$ cat config.mk
export PLATFORM = sky130hd
export DESIGN_NAME = fsk_mod_flat
export DESIGN_NICKNAME = d
export VERILOG_FILES = /design/src/rtl/fsk_mod_if.sv /design/src/rtl/fsk_mod.sv /design/src/flat_wrapper.sv
export SDC_FILE = /design/constraint.sdc
export NUM_CORES = 1
export LEC_CHECK = 0
export BUFFER_PORTS_ARGS = -buffer_cell sky130_fd_sc_hd__buf_2
export CAP_MARGIN = 25
export CORE_MARGIN = 8
export CORE_UTILIZATION = 37
export CTS_BUF_LIST = sky130_fd_sc_hd__clkbuf_16
export DETAILED_ROUTE_END_ITERATION = 7
export SLEW_MARGIN = 20
export SYNTH_ARGS = -nofsm -noshare
export SYNTH_HDL_FRONTEND = slang
export SYNTH_SLANG_ARGS = --single-unit
$ cat constraint.sdc
create_clock -name clk -period 5.1 [get_ports clk]
set_input_delay 0.255 -clock clk [delete_from_list [all_inputs] [get_ports clk]]
set_output_delay 0.255 -clock clk [all_outputs]
set_load 0.05 [all_outputs]
$ cat src/rtl/fsk_mod_if.sv
// fsk_mod_if: bit-source handshake and sample stream of the FSK modulator.
// master = upstream/consumer side, slave = the modulator.
interface fsk_mod_if;
  logic              en;
  logic              code;
  logic              bit_tick;
  logic              cur_bit;
  logic signed [7:0] fsk_out;
  logic              out_valid;

  modport master (output en, code, input bit_tick, cur_bit, fsk_out, out_valid);
  modport slave  (input en, code, output bit_tick, cur_bit, fsk_out, out_valid);
endinterface

$ cat src/rtl/fsk_mod.sv
// fsk_mod: binary FSK modulator. Requests a source bit per symbol with
// bit_tick, steps a phase accumulator by F0_WORD/F1_WORD and maps the top
// 8 phase bits through a quarter-wave sine table to a signed 8-bit sample.
// Build option FSK_PHASE_CONT_EN: phase-continuous accumulation across
// symbol boundaries; undefined (default) restarts phase at 0 each symbol.
//
// state  | meaning
// S_IDLE | modulator off, cnt/acc held at 0, outputs flush to 0
// S_RUN  | symbol counter running, accumulator stepping every clock
module fsk_mod #(
  parameter int          PHASE_W  = 16,
  parameter int unsigned F0_WORD  = 32'h0400,
  parameter int unsigned F1_WORD  = 32'h0800,
  parameter int          BIT_CLKS = 64
) (
  input logic      clk,
  input logic      rst_n,
  fsk_mod_if.slave bus
);

  localparam int CNT_W = (BIT_CLKS > 2) ? $clog2(BIT_CLKS) : 1;

  typedef enum logic {S_IDLE = 1'b0, S_RUN = 1'b1} state_e;

  state_e              state_q, state_d;
  logic [CNT_W-1:0]    cnt_q, cnt_d;
  logic [PHASE_W-1:0]  acc_q, acc_d;
  logic                cur_bit_q, cur_bit_d;
  logic                bit_tick_q, bit_tick_d;
  logic signed [7:0]   fsk_out_q;
  logic                out_valid_q;
  logic                run;
  logic                sym_end;
  logic [PHASE_W-1:0]  inc;

  // First quadrant magnitude: round(127*sin(pi*i/128)), i = 0..63.
  function automatic logic [6:0] sine_lut(input logic [5:0] i);
    logic [6:0] v;
    case (i)
      6'd0:  v = 7'd0;   6'd1:  v = 7'd3;   6'd2:  v = 7'd6;   6'd3:  v = 7'd9;
      6'd4:  v = 7'd12;  6'd5:  v = 7'd16;  6'd6:  v = 7'd19;  6'd7:  v = 7'd22;
      6'd8:  v = 7'd25;  6'd9:  v = 7'd28;  6'd10: v = 7'd31;  6'd11: v = 7'd34;
      6'd12: v = 7'd37;  6'd13: v = 7'd40;  6'd14: v = 7'd43;  6'd15: v = 7'd46;
      6'd16: v = 7'd49;  6'd17: v = 7'd51;  6'd18: v = 7'd54;  6'd19: v = 7'd57;
      6'd20: v = 7'd60;  6'd21: v = 7'd63;  6'd22: v = 7'd65;  6'd23: v = 7'd68;
      6'd24: v = 7'd71;  6'd25: v = 7'd73;  6'd26: v = 7'd76;  6'd27: v = 7'd78;
      6'd28: v = 7'd81;  6'd29: v = 7'd83;  6'd30: v = 7'd85;  6'd31: v = 7'd88;
      6'd32: v = 7'd90;  6'd33: v = 7'd92;  6'd34: v = 7'd94;  6'd35: v = 7'd96;
      6'd36: v = 7'd98;  6'd37: v = 7'd100; 6'd38: v = 7'd102; 6'd39: v = 7'd104;
      6'd40: v = 7'd106; 6'd41: v = 7'd107; 6'd42: v = 7'd109; 6'd43: v = 7'd111;
      6'd44: v = 7'd112; 6'd45: v = 7'd113; 6'd46: v = 7'd115; 6'd47: v = 7'd116;
      6'd48: v = 7'd117; 6'd49: v = 7'd118; 6'd50: v = 7'd120; 6'd51: v = 7'd121;
      6'd52: v = 7'd122; 6'd53: v = 7'd122; 6'd54: v = 7'd123; 6'd55: v = 7'd124;
      6'd56: v = 7'd125; 6'd57: v = 7'd125; 6'd58: v = 7'd126; 6'd59: v = 7'd126;
      6'd60: v = 7'd126; 6'd61: v = 7'd127; 6'd62: v = 7'd127; 6'd63: v = 7'd127;
      default: v = 7'd0;
    endcase
    return v;
  endfunction

  // Quadrant unfolding: q1/q3 mirror the index, q2/q3 negate.
  // i==0 in q1/q3 is the peak, which the 64-entry table cannot index.
  function automatic logic signed [7:0] phase_to_sample(input logic [7:0] p);
    logic [5:0] i;
    logic [6:0] mag;
    i = p[5:0];
    if (p[6]) begin
      mag = (i == 6'd0) ? 7'd127 : sine_lut(6'(7'd64 - {1'b0, i}));
    end else begin
      mag = sine_lut(i);
    end
    return p[7] ? -$signed({1'b0, mag}) : $signed({1'b0, mag});
  endfunction

  assign run     = (state_q == S_RUN);
  assign sym_end = (cnt_q == CNT_W'(BIT_CLKS - 1));
  assign inc     = cur_bit_q ? PHASE_W'(F1_WORD) : PHASE_W'(F0_WORD);

  // State, symbol counter, phase and current bit registers.
  always_ff @(posedge clk or negedge rst_n) begin
    if (!rst_n) begin
      state_q    <= S_IDLE;
      cnt_q      <= '0;
      acc_q      <= '0;
      cur_bit_q  <= 1'b0;
      bit_tick_q <= 1'b0;
    end else begin
      state_q    <= state_d;
      cnt_q      <= cnt_d;
      acc_q      <= acc_d;
      cur_bit_q  <= cur_bit_d;
      bit_tick_q <= bit_tick_d;
    end
  end

  // Next-state: start on en, count symbols, step or restart the phase.
  always_comb begin
    state_d    = state_q;
    cnt_d      = cnt_q;
    acc_d      = acc_q;
    cur_bit_d  = cur_bit_q;
    bit_tick_d = 1'b0;
    case (state_q)
      S_IDLE: begin
        if (bus.en) begin
          state_d    = S_RUN;
          cnt_d      = '0;
          acc_d      = '0;
          cur_bit_d  = bus.code;
          bit_tick_d = 1'b1;
        end
      end
      S_RUN: begin
        if (!bus.en) begin
          state_d = S_IDLE;
          cnt_d   = '0;
          acc_d   = '0;
        end else if (sym_end) begin
          cnt_d      = '0;
          cur_bit_d  = bus.code;
          bit_tick_d = 1'b1;
`ifdef FSK_PHASE_CONT_EN
          acc_d      = acc_q + inc;
`else
          acc_d      = '0;
`endif
        end else begin
          cnt_d = cnt_q + CNT_W'(1);
          acc_d = acc_q + inc;
        end
      end
      default: state_d = S_IDLE;
    endcase
  end

  // Output stage: one cycle of phase-to-sample latency; idle phase maps to 0.
  always_ff @(posedge clk or negedge rst_n) begin
    if (!rst_n) begin
      fsk_out_q   <= '0;
      out_valid_q <= 1'b0;
    end else begin
      fsk_out_q   <= phase_to_sample(acc_q[PHASE_W-1 -: 8]);
      out_valid_q <= run;
    end
  end

  assign bus.bit_tick  = bit_tick_q;
  assign bus.cur_bit   = cur_bit_q;
  assign bus.fsk_out   = fsk_out_q;
  assign bus.out_valid = out_valid_q;

endmodule
$ cat src/flat_wrapper.sv
// flat-port wrapper written by rule: the top's interface ports become plain ports
module fsk_mod_flat 
#(
  parameter int          PHASE_W  = 16,
  parameter int unsigned F0_WORD  = 32'h0400,
  parameter int unsigned F1_WORD  = 32'h0800,
  parameter int          BIT_CLKS = 64
)
  (clk, rst_n, bus_en, bus_code, bus_bit_tick, bus_cur_bit, bus_fsk_out, bus_out_valid);
  fsk_mod_if bus_i ();
  input logic clk;
  input logic rst_n;
  input wire logic [$bits(bus_i.en)-1:0] bus_en;
  input wire logic [$bits(bus_i.code)-1:0] bus_code;
  output wire logic [$bits(bus_i.bit_tick)-1:0] bus_bit_tick;
  output wire logic [$bits(bus_i.cur_bit)-1:0] bus_cur_bit;
  output wire logic [$bits(bus_i.fsk_out)-1:0] bus_fsk_out;
  output wire logic [$bits(bus_i.out_valid)-1:0] bus_out_valid;
  assign bus_i.en = bus_en;
  assign bus_i.code = bus_code;
  assign bus_bit_tick = bus_i.bit_tick;
  assign bus_cur_bit = bus_i.cur_bit;
  assign bus_fsk_out = bus_i.fsk_out;
  assign bus_out_valid = bus_i.out_valid;
  fsk_mod #(.PHASE_W(PHASE_W), .F0_WORD(F0_WORD), .F1_WORD(F1_WORD), .BIT_CLKS(BIT_CLKS)) u_core (.clk(clk), .rst_n(rst_n), .bus(bus_i));
endmodule
==> metrics.md, run 1 <==
| Metric | Value |
|---|---|
| Synth Register Bits | 24 |
| Max FO, Critical Path | 25 |
| Critical path's largest stage delay | 0.82 ns |
| Vias in the first global route | 1344 |
| Slew Viols, Final | 0 |
| Hold EP | u_core.run$_DFF_PN0_ |
| CTS tree | yes |
| R2R Path Start | u_core.acc_q[10]$_DFFE_PN0P_ |
| Initial core utilization | 38.3% |
| Switch Pwr | 219 uW |
| Core ar. | 4690 sq um |
| Mapped Cells | 194 |
| Nets | 225 |
| Max_cap viols | 0 |
| Top FF cell, synth | dfrtp_1 |
| Vias per cell | 5.41 |
| # diodes | 0 |
| Power Internal | 385 uW |
| Worst hold path class | primary input to flip-flop |
| CP Launch Point | u_core.acc_q[10]$_DFFE_PN0P_ |
| Avg Cell Area, Syn | 9.26 sq um |
| Fmax | 282 MHz |
| Worst-Margin Slew | 0.937 ns |
| Largest net degree at the start of global routing | 26 |
| Commonest non-fill, non-tap cell in the layout | dfrtp_1 |
| Setup_tns | 0 ns |
| Mapped Area | 1800 sq um |
| Final setup fails | 0 |
| CTS Sinks | 24 |
| Area grow syn2layout | 9.41% |
| Worst path most repeated cell | ha_1 |
| Worst reg-to-reg path cell count | 10 |
| Register area share after synthesis | 33.4% |
| PostCTS Resize Cnt | 0 |
| Comb pwr share | 35.4% |
| Critical Path AT | 3.73 ns |
| Worst reg2reg endpoint | u_core.bus.fsk_out[6]$_DFF_PN0_ |
| Sequence of cells on the critical path | inv_1, ha_1, ha_1, nor2_1, and3_4, o32ai_4, ha_1, o21ai_1, o41ai_1, xnor2_1 |
| Net Sw Frac | 36.3% |
| Leakage power total | 0.873 nW |
| Commonest non-fill, non-tap cells in the layout | dfrtp_1 (24), o21ai_0 (18), nand2_1 (18), ha_1 (18), buf_2 (14) |
| H-tree Lvls | 1 |
| Post-detail-place hpwl | 2560 microns |
| Power Total | 603 uW |
| Gr usage total | 10.5% |
| CTS Hold Bufs | 1 |
| Rel. slew slack | 37.2% |
| Via count | 1380 |
| Critical path class | flip-flop to flip-flop |
| DP Worst Slack | 1.60 ns |
| Critical Path Stages | 10 |
| Clock root buffer master | clkbuf_16 |
| Chip Width | 85.7 microns |
| HP Start | bus_en |
| Fin. Hold Viols | 0 |
| Post-DRT Antenna Nets | 0 |
| Number of synthesized flops with an enable pin | 0 |
| Bufs and invs on worst path | 1 |
| Row count | 25 |
| Syn nets | 217 |
| Power share of the clock group | 27.4% |
| CTS clk-pin slew, worst paths | 0.06 ns |
| Max Root-Sink Buffers | 2 |
| Cell variety after synth | 54 |
| Period utilization | 69.6% |
| Num ports | 15 |
| Critical Path RT | 5.28 ns |
| Worst-Skew Late Latency | 0.25 ns |
| DRC | 0 |
| Final Skew | 0.00109 ns |
| Pwr per Cell Area | 307 nW/um^2 |
| # port buffers | 14 |
| Worst R2R Setup Slack | 1.55 ns |
| GPL Wtd Cong | 0.778 |
| Synth warnings | 0 |
| Ratio of cells with drive above 1 in the final layout | 14.4% |
| Num CTS Buffers | 3 |
| Die footprint | 7340 sq um |
| 1st-pass router iterations | 4 |
| Initial antenna violation count | 0 |
| Routed wire length | 3600 microns |
| Iteration-0 DRC Markers | 99 |
| Worst setup EP type | flip-flop |
| Die height | 85.7 microns |
| Delay-heaviest family, CP | adder cells |
| Setup ws final | 1.55 ns |
| Status | complete, no violations |
| WL/cell | 14.1 microns |
| Grt ovf | 0 |
| Setup Buffers After CTS | 0 |
| Slowest-stage cell, CP | dfrtp_1 |
| Worst hold path depth | 1 |
| Global-route wire length before repair | 6490 microns |
| Sequential Power Share | 37.3% |
| IR drop worst, VDD | 195 uV |
| RSZ-0062 raised after global routing | no |
| CP startpoint kind | flip-flop |
| Synth async-reset ratio | 100% |
| Final min period | 3.55 ns |
## worst reg2reg max path: cells and delay by family, from the launching register on
kind / cells / cell delay, ns
AND/OR/NAND/NOR: 2 / 0.32
flip-flops: 1 / 0.82
adder cells (fa/ha/maj): 3 / 1.04
XOR/XNOR: 1 / 0.16
buffers and inverters: 1 / 0.35
AO/OA/AOI/OAI: 3 / 0.78
## power by group through the flow
stage	clock (mW)	sequential, mW	combinational (mW)
after floorplan	0	0.253	0.142
after global placement	0	0.228	0.212
after detailed placement	0	0.228	0.211
after CTS	0.170	0.225	0.213
after global routing	0.181	0.228	0.238
final	0.165	0.225	0.213
## sequential cells by signal, indices dropped and copies added, names as in the netlist
name	flops
u_core.bus.fsk_out	8
u_core.bus.out_valid	1
u_core.acc_q	6
u_core.bus.cur_bit	1
u_core.run	1
u_core.bus.bit_tick	1
u_core.cnt_q	6
## stage by stage
step / hold WS [ns] / instance area [sq um] / cells / util [%]
4_1_cts: 0.185 / 1960 / 255 / 41.9
6_report: 0.189 / 1960 / 255 / 41.9
3_3_place_gp: 0.263 / 1880 / 250 / 40.0
2_1_floorplan: -0.0406 / 1800 / 194 / -
5_1_grt: 0.181 / 1960 / 255 / 41.9
3_5_place_dp: 0.262 / 1880 / 250 / 40.0
## routing by layer
layer / up-vias / track usage, % / part of all wire [%]
li1: 710 / - / -
met3: 2 / 2.48 / 3.8
met4: 0 / 1.91 / 0.64
met2: 27 / 16.3 / 43
met1: 641 / 14.6 / 52
met5: - / 0 / 0
## area by class of cell
type / count / area (sq um)
tap: 54 / 67.6
clock buffer: 3 / 75.1
sequential: 24 / 601
inverter: 12 / 45.0
multi-input combinational: 146 / 1090
clock inverter: 1 / 3.75
timing repair buffer: 15 / 80.1
fill: 462 / 2730
## worst max-delay path by stage
stage,to
5_1_grt,u_core.bus.fsk_out[6]$_DFF_PN0_
6_report,u_core.bus.fsk_out[6]$_DFF_PN0_
3_3_place_gp,u_core.bus.fsk_out[6]$_DFF_PN0_
4_1_cts,u_core.bus.fsk_out[6]$_DFF_PN0_
3_5_place_dp,u_core.bus.fsk_out[6]$_DFF_PN0_
2_1_floorplan,u_core.bus.fsk_out[6]$_DFF_PN0_
## logic make-up (layout without fill, tap and decap cells)
group                    count (synthesis)  count (layout)  synth area share (%)
AO/OA/AOI/OAI                           55              55                  22.9
XOR/XNOR                                 9               9                  4.39
adder cells (fa/ha/maj)                 20              20                  14.2
buffers and inverters                   24              31                  5.71
flip-flops                              24              24                  33.4
multiplexers                             3               3                  1.67
AND/OR/NAND/NOR                         59              59                  17.7
## synthesized netlist by cell type (all sizes together) (2+ instances only)
master,count,share of area (%)
nand3b,2,0.84
nand3,6,1.7
nand4,2,0.70
nor3,4,1.1
and3,2,0.98
o311ai,2,0.98
ha,18,13
or3,2,0.70
o21ai,19,5.3
xnor2,6,2.9
a21oi,5,1.6
and2,4,1.5
clkbuf,9,1.9
mux2i,3,1.7
inv,12,2.5
or2,2,0.70
nor2,6,1.3
nand2,18,3.8
o31ai,6,2.8
o221a,2,1.3
a31oi,2,0.70
a21boi,2,0.84
buf,3,1.3
nor2b,5,1.7
nand2b,2,0.70
a211oi,3,1.3
dfrtp,24,33
xor2,3,1.5
o32ai,2,2.0
o41ai,2,0.98
Power figures use the tool's default switching activity.
==> inputs of run 2 (changes only) <==
==> constraint.sdc (replaced) <==
create_clock -name clk -period 3.55 [get_ports clk]
set_input_delay 0.1775 -clock clk [delete_from_list [all_inputs] [get_ports clk]]
set_output_delay 0.1775 -clock clk [all_outputs]
set_load 0.05 [all_outputs]
==> metrics.md, run 2 (synthesis results as in run 1) <==
| Metric | Value |
|---|---|
| GPL Wtd Cong | 0.796 |
| Post-route core utilization | 42.5% |
| 1st-pass router iterations | 4 |
| IR drop worst, VDD | 235 uV |
| Initial core utilization | 38.3% |
| Clock root buffer master | clkbuf_16 |
| Row count | 25 |
| Num ports | 15 |
| Final setup fails | 0 |
| Critical Path RT | 3.73 ns |
| Initial antenna violation count | 0 |
| DP Worst Slack | 0.784 ns |
| Critical Path AT | 2.97 ns |
| Gr usage total | 11.1% |
| Vias in the first global route | 1404 |
| Pwr per Cell Area | 441 nW/um^2 |
| Nets | 229 |
| CTS tree | yes |
| Grt ovf | 0 |
| Num CTS Buffers | 3 |
| Net Sw Frac | 36.4% |
| Cell Count, Final, Fillers Out | 259 |
| Setup Buffers After CTS | 0 |
| Chip Width | 85.7 microns |
| Final Skew | 0.00103 ns |
| Area grow syn2layout | 11.1% |
| DRC | 0 |
| Period utilization | 78.7% |
| Comb pwr share | 38.2% |
| Final cell area excluding filler cells | 1990 sq um |
| Fill cell count | 474 |
| Placement Cell Area | 1910 sq um |
| Worst hold path class | primary input to flip-flop |
| CTS Hold Bufs | 1 |
| Sequential Power Share | 34.4% |
| Vias per cell | 5.38 |
| Core ar. | 4690 sq um |
| Fin. Hold Viols | 0 |
| CTS Sinks | 24 |
| H-tree Lvls | 1 |
| Max reg flops | 8 |
| Slew Viols, Final | 0 |
| Setup_tns | 0 ns |
| Leakage power total | 0.894 nW |
| Die footprint | 7340 sq um |
| # port buffers | 14 |
| Setup ws final | 0.758 ns |
| Switch Pwr | 320 uW |
| R2R Path Start | u_core.acc_q[10]$_DFFE_PN0P_ |
| Worst-Skew Late Latency | 0.25 ns |
| Post-DRT Antenna Nets | 0 |
| Cells after DPL | 254 |
| Commonest non-fill, non-tap cells in the layout | dfrtp_1 (24), o21ai_0 (18), nand2_1 (18), ha_1 (18), buf_2 (14) |
| # diodes | 0 |
| Ratio of cells with drive above 1 in the final layout | 16.1% |
| PostCTS Resize Cnt | 0 |
| CTS clk-pin slew, worst paths | 0.06 ns |
| Global-route wire length before repair | 6780 microns |
| Power Total | 880 uW |
| Status | complete, no violations |
| Hold_ws | 0.106 ns |
| Iteration-0 DRC Markers | 101 |
| Commonest non-fill, non-tap cell in the layout | dfrtp_1 |
| RSZ-0062 raised after global routing | no |
| HP Start | bus_en |
| Critical path class | flip-flop to flip-flop |
| Power share of the clock group | 27.4% |
| Worst setup EP type | flip-flop |
| Worst-Margin Slew | 0.940 ns |
| Via count | 1394 |
| Max FO, Critical Path | 11 |
| Largest net degree at the start of global routing | 25 |
| Die height | 85.7 microns |
| Routed wire length | 3780 microns |
| Rel. slew slack | 37.0% |
| Max_cap viols | 0 |
| Post-detail-place hpwl | 2750 microns |
| CP startpoint kind | flip-flop |
| Max Root-Sink Buffers | 2 |
| CP Launch Point | u_core.acc_q[10]$_DFFE_PN0P_ |
| Power Internal | 560 uW |
| WL/cell | 14.6 microns |
| Fmax | 358 MHz |
| Final min period | 2.79 ns |
run 2: worst max-delay path, cell delays in order, from the launching register on:
cell	delay (ns)
dfrtp_1	0.34
inv_1	0.14
ha_1	0.27
ha_1	0.50
nor2_1	0.12
and3_4	0.20
o32ai_4	0.27
ha_1	0.21
o21ai_1	0.08
o41ai_1	0.42
xnor2_1	0.16
run 2: layer usage:
| metal | wire, microns | part of all wire, % | global-route usage (%) | vias up |
|---|---|---|---|---|
| met5 | 0 | 0 | 0 | - |
| met4 | 23 | 0.61 | 1.91 | 0 |
| met3 | 139 | 3.7 | 2.67 | 2 |
| met2 | 1770 | 47 | 18.3 | 26 |
| met1 | 1850 | 49 | 14.4 | 644 |
| li1 | - | - | - | 722 |
run 2: final cells by class:
class	count	area, sq um	share of cell area, %
multi-input cells	146	1090	54.8
flip-flops and latches	24	601	30.1
repair buffers	19	110	5.52
clock buffers	3	75.1	3.76
well taps	54	67.6	3.39
inverters	12	45.0	2.26
clock inverters	1	3.75	0.188
run 2: power by group through the flow:
stage / combinational (mW) / clock (mW) / sequential (mW)
global route: 0.375 / 0.258 / 0.305
CTS: 0.338 / 0.247 / 0.303
finish: 0.337 / 0.241 / 0.303
global placement: 0.334 / 0 / 0.308
detailed placement: 0.334 / 0 / 0.308
floorplan: 0.203 / 0 / 0.364
run 2: final timing paths:
check                                                  end  slack, ns  cells after the start
setup / recovery           u_core.bus.fsk_out[6]$_DFF_PN0_       0.76                     10
max in group asynchronous      u_core.cnt_q[2]$_DFFE_PN0P_       2.76                      2
min in group asynchronous  u_core.bus.fsk_out[7]$_DFF_PN0_       0.44                      2
hold / removal                        u_core.run$_DFF_PN0_       0.11                      1
hold reg to reg             u_core.bus.out_valid$_DFF_PN0_       0.48                      0
setup reg to reg           u_core.bus.fsk_out[6]$_DFF_PN0_       0.76                     10
